File: src/rtl/bcd_convert_arbiter.sv
// Shared binary-to-BCD converter: two requesters arbitrated round-robin,
// serial double-dabble conversion (one bit per clock), registered tagged result.
module bcd_convert_arbiter #(
    parameter int N_BITS = 9,
    parameter int DIGITS = 3
) (
    input  logic                  clk,
    input  logic                  rst_n,
    input  logic                  req0,
    input  logic [N_BITS-1:0]     val0,
    input  logic                  req1,
    input  logic [N_BITS-1:0]     val1,
    output logic                  ack0,
    output logic                  ack1,
    output logic                  busy,
    output logic                  done,
    output logic                  id,
    output logic [DIGITS*4-1:0]   bcd
);

    localparam int BCD_W = DIGITS * 4;
    localparam int SH_W  = BCD_W + N_BITS;
    localparam int CNT_W = $clog2(N_BITS + 1);

    typedef enum logic [1:0] {IDLE, CONV, DONE} state_t;

    state_t             state, state_nx;
    logic               rr_pref;
    logic [CNT_W-1:0]   cnt;
    logic               id_lat;
    logic [SH_W-1:0]    shreg;
    logic [SH_W-1:0]    sh_add;
    logic               grant_any;
    logic               grant_id;

    // Add 3 to every nibble that is 5 or more; nibbles never carry into each other.
    function automatic logic [BCD_W-1:0] add3(input logic [BCD_W-1:0] d);
        logic [BCD_W-1:0] r;
        r = d;
        for (int k = 0; k < DIGITS; k++) begin
            if (r[4*k +: 4] >= 4'd5)
                r[4*k +: 4] = r[4*k +: 4] + 4'd3;
        end
        return r;
    endfunction

    assign sh_add = {add3(shreg[SH_W-1 -: BCD_W]), shreg[N_BITS-1:0]};

    always_comb begin
        state_nx  = state;
        grant_any = 1'b0;
        grant_id  = 1'b0;
        case (state)
            IDLE: begin
                if (req0 || req1) begin
                    grant_any = 1'b1;
                    // rr_pref names the requester that wins a tie.
                    grant_id  = (req0 && req1) ? rr_pref : req1;
                    state_nx  = CONV;
                end
            end
            CONV: begin
                if (cnt == CNT_W'(N_BITS - 1))
                    state_nx = DONE;
            end
            DONE:    state_nx = IDLE;
            default: state_nx = IDLE;
        endcase
    end

    always_ff @(posedge clk or negedge rst_n) begin
        if (!rst_n) begin
            state   <= IDLE;
            rr_pref <= 1'b0;
            cnt     <= '0;
            id_lat  <= 1'b0;
            ack0    <= 1'b0;
            ack1    <= 1'b0;
            busy    <= 1'b0;
            done    <= 1'b0;
            id      <= 1'b0;
            bcd     <= '0;
        end else begin
            state <= state_nx;
            ack0  <= grant_any && !grant_id;
            ack1  <= grant_any && grant_id;
            done  <= (state == DONE);
            if (grant_any) begin
                rr_pref <= ~grant_id;
                id_lat  <= grant_id;
                cnt     <= '0;
                busy    <= 1'b1;
            end else if (state == IDLE) begin
                busy <= 1'b0;
            end
            if (state == CONV)
                cnt <= cnt + CNT_W'(1);
            if (state == DONE) begin
                bcd <= shreg[SH_W-1 -: BCD_W];
                id  <= id_lat;
            end
        end
    end

    // Conversion datapath: loaded on grant, add-3 then shift on each CONV edge.
    always_ff @(posedge clk) begin
        if (grant_any)
            shreg <= {{BCD_W{1'b0}}, (grant_id ? val1 : val0)};
        else if (state == CONV)
            shreg <= {sh_add[SH_W-2:0], 1'b0};
    end

endmodule
File: config.mk
export PLATFORM = sky130hd
export DESIGN_NAME = bcd_convert_arbiter
export DESIGN_NICKNAME = d
export VERILOG_FILES = /design/src/rtl/bcd_convert_arbiter.sv
export SDC_FILE = /design/constraint.sdc
export NUM_CORES = 1
export LEC_CHECK = 0
export ABC_AREA = 1
export ABC_CLOCK_PERIOD_IN_PS = 1200
export CAP_MARGIN = 20
export CORE_MARGIN = 4
export CORE_UTILIZATION = 47
export CTS_CLUSTER_SIZE = 10
export DETAILED_ROUTE_END_ITERATION = 16
export GPL_TIMING_DRIVEN = 0
export PLACE_DENSITY_LB_ADDON = 0.1
export SYNTH_ARGS = -nofsm -noshare
export SYNTH_HDL_FRONTEND = slang
export SYNTH_SLANG_ARGS = --single-unit
File: constraint.sdc
create_clock -name clk -period 1.2 [get_ports clk]
set_input_delay 0.12 -clock clk [delete_from_list [all_inputs] [get_ports clk]]
set_output_delay 0.12 -clock clk [all_outputs]
set_load 0.01 [all_outputs]
# [After elaboration in Yosys (flattened, before gate mapping)]
# Cells that the tools add are included.
[op_classes] add_sub_neg=4 n_lt_le_gt_ge=3 n_eq_ne=5 mux=18 bitwise_logic=1 n_reduce_logical=9
[ops] op="9-bit two-way mux" count=3
[ops] op="4-bit two-way mux" count=4
[ops] op="4-bit by 3-bit greater-or-equal comparator with 1-bit output (second input constant)" count=3
[ops] op="4-bit by 2-bit adder with 4-bit output (second input constant)" count=2
[ops] op="1-bit two-way mux" count=7
[ops] op="4-bit by 1-bit adder with 4-bit output (second input constant)" count=1
[ops] op="4-bit == test (second input constant)" count=1
[ops] op="2-bit two-way mux" count=2
[ops] op="2-bit inequality test (second input constant)" count=2
[ops] op="2-bit one-hot mux with 2 select lines" count=1
[ops] op="2-bit nonzero test" count=2
[ops] op="3-bit by 2-bit adder with 3-bit output (second input constant)" count=1
[ops] op="1-bit logical AND" count=3
[ops] op="3-bit two-way mux" count=1
[ops] op="2-bit by 1-bit == test with 1-bit output (second input constant)" count=1
[ops] op="2-bit == test (second input constant)" count=1
[ops] op="2-bit logical NOT" count=1
[ops] op="2-bit AND reduction" count=1
[ops] op="1-bit logical NOT" count=1
[ops] op="1-bit logical OR" count=1
[ops] op="1-bit NOT" count=1
[totals] register_bits=46 out_inout_bits=17 word_cells=52

# [Logic depth before layout (Yosys ltp)]
# Gate-level depths: netlist of run 1.
[logic_depth] ltp_word=6 depth_mapped=9 ltp_nobuf=9

# [Least setup slack after synthesis of run 1]
# No wires, ideal clock.
[synth_timing] path_kind="register -> register" start="register state[0]" end="register shreg[3] (data pin)" setup_ps=259 t_arrival_ps=1000 required_time_ps=941 slack_ps=-59 stages_incl_launch_ff=6 path_buffers=1 period_less_slack_ps=1259 path_cell_list="dfrtp_1 -> nor2_4 -> nand3_2 -> buf_6 -> nand3_1 -> nand3_1"
[synth_via] elab_chain_len=4
[synth_lines] item="from (decl)" line_no="27" rtl="state_t state, state_nx;"
[synth_lines] item="from (signal assigned)" line_no="84" rtl="state <= state_nx;"
[synth_lines] item="2-bit logical NOT (*)" line_no="53" rtl="case (state)"
[synth_lines] item="1-bit two-way mux" line_no="53"
[synth_lines] item="9-bit two-way mux" line_no="108" rtl="shreg <= {{BCD_W{1'b0}}, (grant_id ? val1 : val0)};"
[synth_lines] item="9-bit two-way mux (*)" line_no="107" rtl="if (grant_any)"
[synth_lines] item="to (signal assigned)" line_no="108"
[synth_lines] item="to (signal assigned)" line_no="110" rtl="shreg <= {sh_add[SH_W-2:0], 1'b0};"
[synth_lines] item="to (decl)" line_no="31" rtl="logic [SH_W-1:0] shreg;"
# Every way passes the cells marked *; elsewhere a longest branch is shown, timed or not.
# A chain may end at the register's enable or synchronous reset.

# [Worst setup path in the final report of run 1]
[layout_timing] start="register state[0]" end="register shreg[8] (data pin)"
# Same word-level chain as after synthesis.

==> results of run 1 <==
metrics by stage:
step	instances	TNS [ns]
CTS	354	-1.42
global route	364	-4.38
detailed placement	340	-6.80
global placement	339	-15.05
floorplan	249	-0.223
finish	364	-1.90
registers in the layout, indices dropped and copies added, names as in the netlist:
name / flops
id_lat: 1
done: 1
busy: 1
ack0: 1
bcd: 12
state: 2
shreg: 21
rr_pref: 1
id: 1
ack1: 1
cnt: 4
metal layers:
layer	vias to the layer above	wire [um]
met5	-	0
met2	41	2500
met4	0	72
met3	5	239
met1	868	2240
li1	934	-
worst min-delay path by stage:
stage,startpoint,end
after floorplan,rst_n,ack0
after global placement,shreg[8],shreg[9]
after detailed placement,shreg[8],shreg[9]
after CTS,rst_n,bcd[9]
after global routing,rst_n,bcd[9]
final,rst_n,bcd[6]
cells in the mapped netlist:
library cell and n:
nand3_1 30, nor2_4 2, edfxtp_1 9, ha_1 8
dfrtp_1 25, o21ai_4 1, inv_6 1, buf_6 5
o21ai_1 10, o22ai_1 1, nand3_2 7, inv_1 20
nand2_1 87, o21ai_2 2, a21oi_1 2, a21oi_2 3
buf_12 1, nor2_1 6, nand4_1 1, dfxtp_1 12
xnor2_1 1, nand2_4 2, o21ai_0 8, inv_2 4
inv_4 1
final cells by class:
class | count | area (um^2) | share of cell area
buffer | 6 | 80.1 | 0.0267
clock buffer | 5 | 68.8 | 0.0230
clock inverter | 3 | 16.3 | 0.00543
inverter | 26 | 113 | 0.0376
multi-input combinational | 172 | 985 | 0.329
sequential | 46 | 1140 | 0.381
tap | 52 | 65.1 | 0.0217
timing repair buffer | 54 | 528 | 0.176
where the power goes:
part / internal (mW) / switching (mW) / total (mW)
Sequential: 2.38 / 0.442 / 2.82
Clock: 0.399 / 0.538 / 0.937
Combinational: 1.69 / 2.05 / 3.74
Total: 4.47 / 3.03 / 7.50
worst max-delay path: cells and delay by family, from the launching register on:
kind / cells / cell delay (ns)
simple gates: 4 / 0.45
flops: 1 / 0.43
buf+inv: 1 / 0.17
timing repair:
item	CTS	global route
cloned	1	1
pin swaps	4	2
setup endpoints to repair	43	47
hold endpoints to repair	0	0
buffers inserted	5	9
gates resized for setup	28	20
kinds of logic (layout without fill, tap and decap cells):
group                    after synthesis  in the layout  synth area share
AND/OR/NAND/NOR                      135            136             0.280
flip-flops                            46             46             0.513
buffers and inverters                 32             94            0.0820
AO/OA/AOI/OAI                         27             27            0.0752
adder cells (fa/ha/maj)                8              8            0.0452
XOR/XNOR                               1              1           0.00396
==> results by stage, run 1 <==
Clock network:
- The H-tree was split into 2 levels.
- After clock tree synthesis, the clock-pin slew on the worst setup and hold paths is 0.09 ns.
- The later-pin clock latency in the skew report is 0.30 ns.
- The TritonCTS buffer count is 5.
- The tree is rooted in a clkbuf_8.
- The TritonCTS clock tree is done.
- The count of clock tree sinks is 46.
- The number of hold-repair buffers added at the cts stage is 0.
- The buffer depth of the longest clock path is 2.

Setup path:
- The worst setup path is launched from a flop.
- In this run the worst setup path terminates at shreg[8].
- The reg-to-reg startpoint is state[0].
- The cell that appears most often on the critical path is nand3_1.
- The largest fanout on the critical path is 10.
- For the worst setup path, the data required time is 1.26 ns.
- The start point of the critical path is state[0].
- The signal on the critical path passes through nor2_4, nand3_4, buf_8, nand3_1, nand3_1.
- The critical path's slowest cell is dfrtp_2.
- STA classifies the critical path endpoint as a flop.
- The arrival time of data at the critical path endpoint is 1.35 ns.
- The setup path with the least slack is of type flop to flop.
- The length in cells of the worst reg-to-reg path is 5.
- On the worst path, the slowest cell contributes a delay of 0.43 ns.
- The end of the worst register-to-register path is shreg[8].
- The register-to-register path setup slack is -0.09 ns.

Power and ir drop:
- The highest ir drop seen on vdd is 1.26 mV.
- In this run the static leakage power is 1.45 nW.
- After layout, the design draws a total of 7.50 mW.
- In this run the power density over the cells is 2500 nW/um^2.

Logic synthesis:
- Counting flops and latches in the post-synthesis netlist gives 46.
- The net count of the mapped netlist is 279.
- The synthesized instance count is 249.
- The biggest area contributor in the post-synthesis netlist is dfrtp_1.
- Each instance of the synthesized netlist takes up on average 8.89 um^2.
- Of the synthesized area, sequential elements account for 0.513.
- The count of synthesis-stage warnings from yosys is 0.
- The cell area that synthesis handed to floorplanning was 2210 um^2.
- By area the synthesized netlist is led by dfrtp_1 (28%), nand2_1 (15%), edfxtp_1 (12%).
- The share of synthesized area in the top cell type comes to 0.283.
- After synthesis, the netlist uses 25 different library cells.

Timing:
- The worst pin sits at a relative slew slack of 0.568.
- Setup repair after global routing could not meet its margin everywhere.
- In the finished design, the share of the clock period the worst path needs comes to 1.07.
- The total count of max-transition violations in the final report is 0.
- Hold timing on the final database bottoms out at a slack of 0.209 ns.
- Setup violations remaining at the end of the flow were counted as 36.
- The hold violation count in the final report was 0.
- The smallest clock period supported by the final layout is computed as 1.29 ns.
- For the final database, setup skew stands at 0.00439 ns.
- For the pin with the worst max-slew slack, the measured transition is 0.646 ns.
- Timing would allow up to 0.778 GHz.
- The setup slack after layout is -0.0851 ns.

Run:
- The number of max-cap violations is 0.

Route:
- In the routed layout, each cell is associated on average with a via count of 5.08.
- The post-detailed-route DRC marker count is 0.
- The pre-antenna-repair detailed-routing pass consisted of 4 iterations.
- The count of nets left with antenna violations once routing finished came out at 0.
- Summing over every cut layer, the via total after detailed routing is 1848.
- After detailed routing, the average wire length per cell comes to 13.9 um.
- The aggregate routed wire length is 5050 um.
- The initial DRC count is 94.

Die:
- The width of the die is 76.6 um.
- The floorplan step defined a die boundary enclosing 5870 um^2.
- The number of placed I/O pins is 39.
- The floorplan step defined a core boundary enclosing 4440 um^2.
- After floorplanning, the core was divided into 24 placement rows.
- The initial standard-cell utilization of the core is 0.498.
- The die is 76.6 um tall.

Global route:
- The first-pass GRT wire length is 8120 um.
- The met3 usage is 0.0461.
- The number of antenna violations at the first check in global routing is 0.
- The via count of the first global-routing pass is 1706.
- Across every metal layer, demand over resource in global routing totals 0.174.
- In the global route stage, met1 resource usage came out at 0.229.
- Entering global routing, the biggest net connects 16 pins.
- After global routing the overflow that remains totals 0.
- In the global route stage, met2 resource usage came out at 0.276.
- met2 is the most crowded layer.

Outcome:
- The checks that failed: setup timing.
- The flow ran to the end, but the final reports show violations.

Placement:
- The final HPWL from detailed placement is 3310 um.
- OpenSTA, run right after detailed placement, puts the worst setup slack at -0.297 ns.
- Input and output buffers added on the ports amount to 38.
- The global placement routability congestion is 0.798.
- In this run the cell area measured after placement is 2690 um^2.

Final layout:
- The filler cells instantiated in the layout total 369.
- The ratio of cells with drive above 1 in the final layout is 0.231.
- The end-of-flow core utilization is 0.674.
- The number of antenna repair diodes is 0.
- The area added between synthesis and finish is 35.4%.
- With fillers left out, the area of the finished cells amounts to 3000 um^2.
- The top cell types in the final layout, fill and taps aside, are nand2_1 (79), nand3_1 (28), dfrtp_1 (24).
- After the last flow step, the layout net total stands at 341.
- Leaving out fill and tap cells, the most frequent cell in the layout is nand2_1.

Worst hold path:
- The type of the most critical hold path is input pin to asynchronous set/reset pin.
(Power assumes the default switching activity.)
==> inputs of run 2 (changes only) <==
--- a/config.mk
+++ b/config.mk
@@ -8,7 +8,7 @@
 export ABC_AREA = 1
 export ABC_CLOCK_PERIOD_IN_PS = 1200
 export CAP_MARGIN = 20
-export CORE_MARGIN = 4
+export CORE_MARGIN = 2
 export CORE_UTILIZATION = 47
 export CTS_CLUSTER_SIZE = 10
 export DETAILED_ROUTE_END_ITERATION = 16
==> results by stage, run 2 (synthesis gave the netlist of run 1 again) <==
Outcome:
- Status: finished with violations (unchanged).
- Failing checks: setup timing (unchanged).

Timing:
- The maximum clock skew at final layout came to 0.00183 ns (was 0.00439 ns).
- The post-route minimum period was 1.34 ns (was 1.29 ns).
- The slew at the pin closest to its max-slew limit is 0.658 ns (was 0.646 ns).
- The setup slack after layout is -0.136 ns (was -0.0851 ns).
- The final period utilization is 1.11 (was 1.07).
- The hold violation count in the final report is 0 (unchanged).
- The count of final setup violators is 21 (was 36).
- The total count of max-transition violations in the final report is 0 (unchanged).
- The upper clock frequency limit was 0.749 GHz (was 0.778 GHz).
- The relative slew slack was 0.560 (was 0.568).
- The setup TNS after final layout is -1.28 ns (was -1.90 ns).
- Unrepaired setup endpoints after global routing: true (unchanged).

Clock network:
- The buffer depth of the longest clock path is 2 (unchanged).
- The count of clock tree sinks is 46 (unchanged).
- The root buffer cell is clkbuf_8 (unchanged).
- The clock transition at the register clock pins on the worst setup and hold paths after CTS is 0.08 ns (was 0.09 ns).
- The TritonCTS clock tree was done (unchanged).
- The later-pin clock latency in the skew report is 0.30 ns (about the same).
- The number of levels in the clock H-tree is 2 (unchanged).
- The TritonCTS buffer count is 5 (unchanged).

Global route:
- The met3 usage is 0.0373 (was 0.0461).
- The via count of the first global-routing pass is 1649 (was 1706).
- The layer with the highest usage after global routing is met2 (unchanged).
- The global routing usage summed across all routing layers is 0.192 (was 0.174).
- The met1 usage is 0.268 (was 0.229).
- The met2 global-route usage was 0.293 (was 0.276).
- The number of antenna violations at the first check in global routing was 0 (unchanged).
- The first-pass GRT wire length was 7690 um (was 8120 um).
- The total congestion overflow is 0 (unchanged).
- The largest net degree at the start of global routing is 16 (unchanged).

Setup path:
- The end of the worst register-to-register path is shreg[7] (was shreg[8]).
- The largest fanout on the critical path is 10 (unchanged).
- The start point of the critical path is req1 (was state[0]).
- The worst setup path endpoint is shreg[7] (was shreg[8]).
- The delay of the slowest cell on the worst path came to 0.50 ns (was 0.43 ns).
- The critical path's slowest cell is clkdlybuf4s50_1 (was dfrtp_2).
- The startpoint-to-endpoint class of the critical path is input pin to flop (was flop to flop).
- The kind of launch point of the worst setup path is an input pin (was flop).
- The arrival time of data at the critical path endpoint is 1.39 ns (was 1.35 ns).
- The required time of the critical path is 1.26 ns (about the same).
- The length in cells of the worst reg-to-reg path is 6 (was 5).
- Cell Chain, Critical Path: clkdlybuf4s50_1, o21ai_4, clkinv_4, buf_12, nand3_2, nand3_2 (was nor2_4, nand3_4, buf_8, nand3_1, nand3_1).
- The most repeated library cell on the critical path is nand3_2 (was nand3_1).
- The type of element capturing the critical path is a flop (unchanged).
- The reg-to-reg startpoint is state[1] (was state[0]).
- The register-to-register path setup slack is -0.11 ns (was -0.09 ns).

Final layout:
- The number of antenna repair diodes is 0 (unchanged).
- Most frequent cells in the layout: nand2_1 (79), dfrtp_1 (24), nand3_1 (21), clkdlybuf4s50_1 (21) (was nand2_1 (79), nand3_1 (28), dfrtp_1 (24)).
- The area added between synthesis and finish is 41.8% (was 35.4%).
- The fill cell total of the finished layout came to 343 (was 369).
- The ratio of cells with drive above 1 in the final layout came to 0.269 (was 0.231).
- The largest register by flop count is shreg (unchanged).
- The end-of-flow core utilization is 0.706 (was 0.674).
- The number of nets in the layout was 341 (unchanged).
- The number of standard cells in the layout, taps in and fillers out came to 364 (unchanged).
- The number of flip-flops under the largest register name was 21 (unchanged).
- The most common cell after layout, fill and taps aside was nand2_1 (unchanged).
- Registers with the most flip-flops: shreg: 21 flops, bcd: 12 flops, cnt: 4 flops (unchanged).

Die:
- The standard cell core area is 4440 um^2 (unchanged).
- The full die area is 5270 um^2 (was 5870 um^2).
- The number of placed I/O pins was 39 (unchanged).
- The initial standard-cell utilization of the core was 0.498 (unchanged).
- The die outline height is 72.6 um (was 76.6 um).
- The count of standard-cell rows is 24 (unchanged).
- The width of the die is 72.6 um (was 76.6 um).

Power and ir drop:
- The power density relative to cell area is 2500 nW/um^2 (about the same).
- The highest ir drop seen on vdd is 1.70 mV (was 1.26 mV).
- The leakage power total was 1.51 nW (was 1.45 nW).

Route:
- The aggregate routed wire length is 4990 um (was 5050 um).
- The initial DRC count is 85 (was 94).
- The average wire per cell in the routed design is 13.7 um (was 13.9 um).
- The post-detailed-route DRC marker count is 0 (unchanged).
- The vias per cell is 5.04 (was 5.08).
- The routed via count is 1834 (was 1848).
- The iteration count of the initial detailed-routing pass is 4 (unchanged).
- The post-route antenna net violation count is 0 (unchanged).

Placement:
- The pre-CTS setup slack is -0.328 ns (was -0.297 ns).
- The count of input and output buffers is 38 (unchanged).
- The global placement routability congestion came to 0.833 (was 0.798).
- The final HPWL from detailed placement is 3280 um (was 3310 um).
- The total placed cells including tap cells is 340 (unchanged).

Worst hold path:
- The type of the most critical hold path is input pin to asynchronous set/reset pin (unchanged).

Run:
- The number of max-cap violations is 0 (unchanged).
## run 2: cell types whose count changed in the layout (fill, tap and decap cells not counted), sizes merged
cell	before	now
clkinvlp	1	0
bufinv	0	2
nand2	90	89
buf	22	21
inv	26	25
clkbuf	5	7
## run 2: area by class of cell
class | instances | area [um^2] | area share
Sequential cell | 46 | 1140 | 0.364
Multi-Input combinational cell | 171 | 1020 | 0.325
Timing Repair Buffer | 55 | 564 | 0.180
Inverter | 26 | 123 | 0.0391
Buffer | 6 | 91.3 | 0.0291
Clock buffer | 5 | 68.8 | 0.0219
Tap cell | 52 | 65.1 | 0.0207
Clock inverter | 3 | 63.8 | 0.0203
## run 2: metal layers
| layer | up-vias | wire (um) | share of wire |
|---|---|---|---|
| met5 | - | 0 | 0 |
| met4 | 0 | 53 | 0.011 |
| met3 | 4 | 115 | 0.023 |
| met2 | 24 | 2390 | 0.48 |
| met1 | 870 | 2430 | 0.49 |
| li1 | 936 | - | - |
## run 2: worst min path at each step
| stage | from | end | slack, ns | depth (start not counted) |
|---|---|---|---|---|
| 6_report | rst_n | bcd[10] | 0.22 | 1 |
| 5_1_grt | rst_n | bcd[6] | 0.25 | 1 |
| 4_1_cts | rst_n | cnt[2] | 0.22 | 1 |
| 3_5_place_dp | shreg[10] | shreg[10] | 0.44 | 2 |
| 3_3_place_gp | shreg[8] | shreg[9] | 0.43 | 2 |
| 2_1_floorplan | rst_n | ack0 | -0.18 | 0 |
## run 2: what timing repair did
action | CTS | global route
cloned | 2 | 2
gates resized for setup | 37 | 36
setup buffers | 4 | 8
hold buffers | 0 | 0
endpoints found under the setup margin | 43 | 48
pin swaps | 10 | 4
## run 2: stage by stage
step	area [um^2]	power [mW]	hold WS (ns)
2_1_floorplan	2210	4.96	-0.176
3_3_place_gp	2660	5.93	0.434
3_5_place_dp	2680	6.02	0.439
4_1_cts	2920	7.47	0.215
5_1_grt	3140	8.49	0.246
6_report	3140	7.85	0.218
## run 2: power by group
| group | leakage, nW | internal [mW] | switching, mW |
|---|---|---|---|
| clock network | 0.0658 | 0.824 | 0.514 |
| logic | 0.939 | 1.65 | 2.03 |
| registers | 0.507 | 2.39 | 0.446 |
## run 2: critical path, delay by kind of cell
family	cells	cell delay, ns
compound gates	1	0.34
buf+inv	3	0.80
simple gates	2	0.13
==> inputs of run 3 (changes only) <==
--- a/config.mk
+++ b/config.mk
@@ -13,6 +13,7 @@
 export CTS_CLUSTER_SIZE = 10
 export DETAILED_ROUTE_END_ITERATION = 16
 export GPL_TIMING_DRIVEN = 0
+export MAX_ROUTING_LAYER = met4
 export PLACE_DENSITY_LB_ADDON = 0.1
 export SYNTH_ARGS = -nofsm -noshare
 export SYNTH_HDL_FRONTEND = slang
==> results by stage, run 3 (synthesis gave the netlist of run 1 again) <==
Final layout:
- The number of antenna repair diodes came to 0 (unchanged).
- Registers with the most flip-flops: shreg: 21 flops, bcd: 12 flops, cnt: 4 flops (unchanged).
- The ratio of cells with drive above 1 in the final layout is 0.269 (unchanged).
- The largest register by flop count is shreg (unchanged).
- Most frequent cells in the layout: nand2_1 (79), dfrtp_1 (24), nand3_1 (21), clkdlybuf4s50_1 (21) (unchanged).
- The number of standard cells in the layout, taps in and fillers out is 364 (unchanged).
- The area added between synthesis and finish came to 41.8% (unchanged).
- The fill cell total of the finished layout was 343 (unchanged).
- The number of flip-flops under the largest register name was 21 (unchanged).
- The most common cell after layout, fill and taps aside is nand2_1 (unchanged).
- The number of nets in the layout is 341 (unchanged).
- The end-of-flow core utilization is 0.706 (unchanged).

Global route:
- The global routing usage summed across all routing layers is 0.198 (was 0.192).
- The via count of the first global-routing pass is 1648 (was 1649).
- The largest net degree at the start of global routing is 16 (unchanged).
- The total congestion overflow is 0 (unchanged).
- The number of antenna violations at the first check in global routing was 0 (unchanged).
- The first-pass GRT wire length is 7690 um (about the same).

Outcome:
- Status: finished with violations (unchanged).
- Failing checks: setup timing (unchanged).

Power and ir drop:
- The power density relative to cell area was 2500 nW/um^2 (about the same).
- The highest ir drop seen on vdd came to 1.70 mV (about the same).
- The total chip power came to 7.84 mW (was 7.85 mW).
- The leakage power total is 1.51 nW (unchanged).

Setup path:
- The required time of the critical path came to 1.26 ns (about the same).
- The type of element capturing the critical path was a flop (unchanged).
- The reg-to-reg startpoint is state[1] (unchanged).
- Cell Chain, Critical Path: clkdlybuf4s50_1, o21ai_4, clkinv_4, buf_12, nand3_2, nand3_2 (unchanged).
- The critical path's slowest cell is clkdlybuf4s50_1 (unchanged).
- The largest fanout on the critical path is 10 (unchanged).
- The end of the worst register-to-register path was shreg[7] (unchanged).
- The startpoint-to-endpoint class of the critical path was input pin to flop (unchanged).
- The most repeated library cell on the critical path is nand3_2 (unchanged).
- The register-to-register path setup slack is -0.11 ns (about the same).
- The arrival time of data at the critical path endpoint is 1.39 ns (about the same).
- The length in cells of the worst reg-to-reg path is 6 (unchanged).
- The kind of launch point of the worst setup path is an input pin (unchanged).
- The delay of the slowest cell on the worst path is 0.50 ns (about the same).

Die:
- The die outline height came to 72.6 um (unchanged).
- The full die area is 5270 um^2 (unchanged).
- The count of standard-cell rows was 24 (unchanged).
- The initial standard-cell utilization of the core was 0.498 (unchanged).
- The standard cell core area was 4440 um^2 (unchanged).
- The number of placed I/O pins is 39 (unchanged).
- The width of the die came to 72.6 um (unchanged).

Clock network:
- The clock transition at the register clock pins on the worst setup and hold paths after CTS was 0.08 ns (about the same).
- The number of hold-repair buffers added at the cts stage was 0 (unchanged).
- The TritonCTS clock tree was done (unchanged).
- The TritonCTS buffer count is 5 (unchanged).
- The number of levels in the clock H-tree is 2 (unchanged).
- The later-pin clock latency in the skew report is 0.30 ns (about the same).
- The root buffer cell is clkbuf_8 (unchanged).
- The count of clock tree sinks is 46 (unchanged).
- The buffer depth of the longest clock path was 2 (unchanged).

Placement:
- The count of input and output buffers is 38 (unchanged).
- The total placed cells including tap cells is 340 (unchanged).
- The global placement routability congestion is 0.846 (was 0.833).
- The final HPWL from detailed placement is 3280 um (unchanged).

Timing:
- The total count of max-transition violations in the final report is 0 (unchanged).
- The final period utilization is 1.11 (about the same).
- Unrepaired setup endpoints after global routing: true (unchanged).
- The maximum clock skew at final layout is 0.00219 ns (was 0.00183 ns).
- The setup TNS after final layout was -1.31 ns (was -1.28 ns).
- The count of final setup violators came to 22 (was 21).
- The hold violation count in the final report came to 0 (unchanged).
- The relative slew slack is 0.559 (was 0.560).
- The final hold slack is 0.218 ns (about the same).
- The setup slack after layout came to -0.134 ns (was -0.136 ns).
- The upper clock frequency limit is 0.750 GHz (was 0.749 GHz).
- The post-route minimum period is 1.33 ns (was 1.34 ns).
- The slew at the pin closest to its max-slew limit is 0.659 ns (was 0.658 ns).

Worst hold path:
- The type of the most critical hold path is input pin to asynchronous set/reset pin (unchanged).

Route:
- The iteration count of the initial detailed-routing pass is 4 (unchanged).
- The initial DRC count is 121 (was 85).
- The aggregate routed wire length came to 4970 um (was 4990 um).
- The post-detailed-route DRC marker count is 0 (unchanged).
- The post-route antenna net violation count is 0 (unchanged).
- The routed via count was 1836 (was 1834).
- The vias per cell is 5.04 (about the same).
- The average wire per cell in the routed design was 13.7 um (about the same).

Run:
- The number of max-cap violations was 0 (unchanged).
run 3: worst max path at each step:
stage                        start       end  slack [ns]
final                         req1  shreg[7]       -0.13
after global placement       rst_n  state[0]       -0.42
after floorplan           state[0]  shreg[3]       -0.03
after global routing      state[1]  shreg[7]       -0.16
after CTS                 state[0]  shreg[0]       -0.07
after detailed placement      req1  shreg[7]       -0.33
run 3: timing repair:
item	CTS	global route
setup buffers	4	8
setup endpoints to repair	43	48
pin swaps	10	4
gates resized for setup	37	36
cloned	2	2
run 3: worst max-delay path, delay by kind of cell:
| kind | cells | cell delay [ns] |
|---|---|---|
| buf+inv | 3 | 0.80 |
| compound gates | 1 | 0.34 |
| simple gates | 2 | 0.13 |
run 3: metal layers:
metal	GRT usage	vias to the layer above	share of wire
li1	-	938	-
met1	0.268	870	0.49
met2	0.293	24	0.48
met3	0.0373	4	0.022
met4	0.0802	0	0.011
met5	-	-	0
run 3: power by group:
| part | switching, mW | internal [mW] | leakage [nW] |
|---|---|---|---|
| Clock | 0.513 | 0.824 | 0.0658 |
| Combinational | 2.03 | 1.65 | 0.939 |
| Sequential | 0.445 | 2.39 | 0.507 |
run 3: per-stage QoR:
| step | setup WS, ns | area, um^2 |
|---|---|---|
| 3_3_place_gp | -0.422 | 2660 |
| 2_1_floorplan | -0.0322 | 2210 |
| 3_5_place_dp | -0.328 | 2680 |
| 4_1_cts | -0.0745 | 2920 |
| 6_report | -0.134 | 3140 |
| 5_1_grt | -0.162 | 3140 |
run 3: layout make-up:
| cell class | instances | area [um^2] | area share |
|---|---|---|---|
| Sequential cell | 46 | 1140 | 0.364 |
| Multi-Input combinational cell | 171 | 1020 | 0.325 |
| Timing Repair Buffer | 55 | 564 | 0.180 |
| Inverter | 26 | 123 | 0.0391 |
| Buffer | 6 | 91.3 | 0.0291 |
| Clock buffer | 5 | 68.8 | 0.0219 |
| Tap cell | 52 | 65.1 | 0.0207 |
| Clock inverter | 3 | 63.8 | 0.0203 |
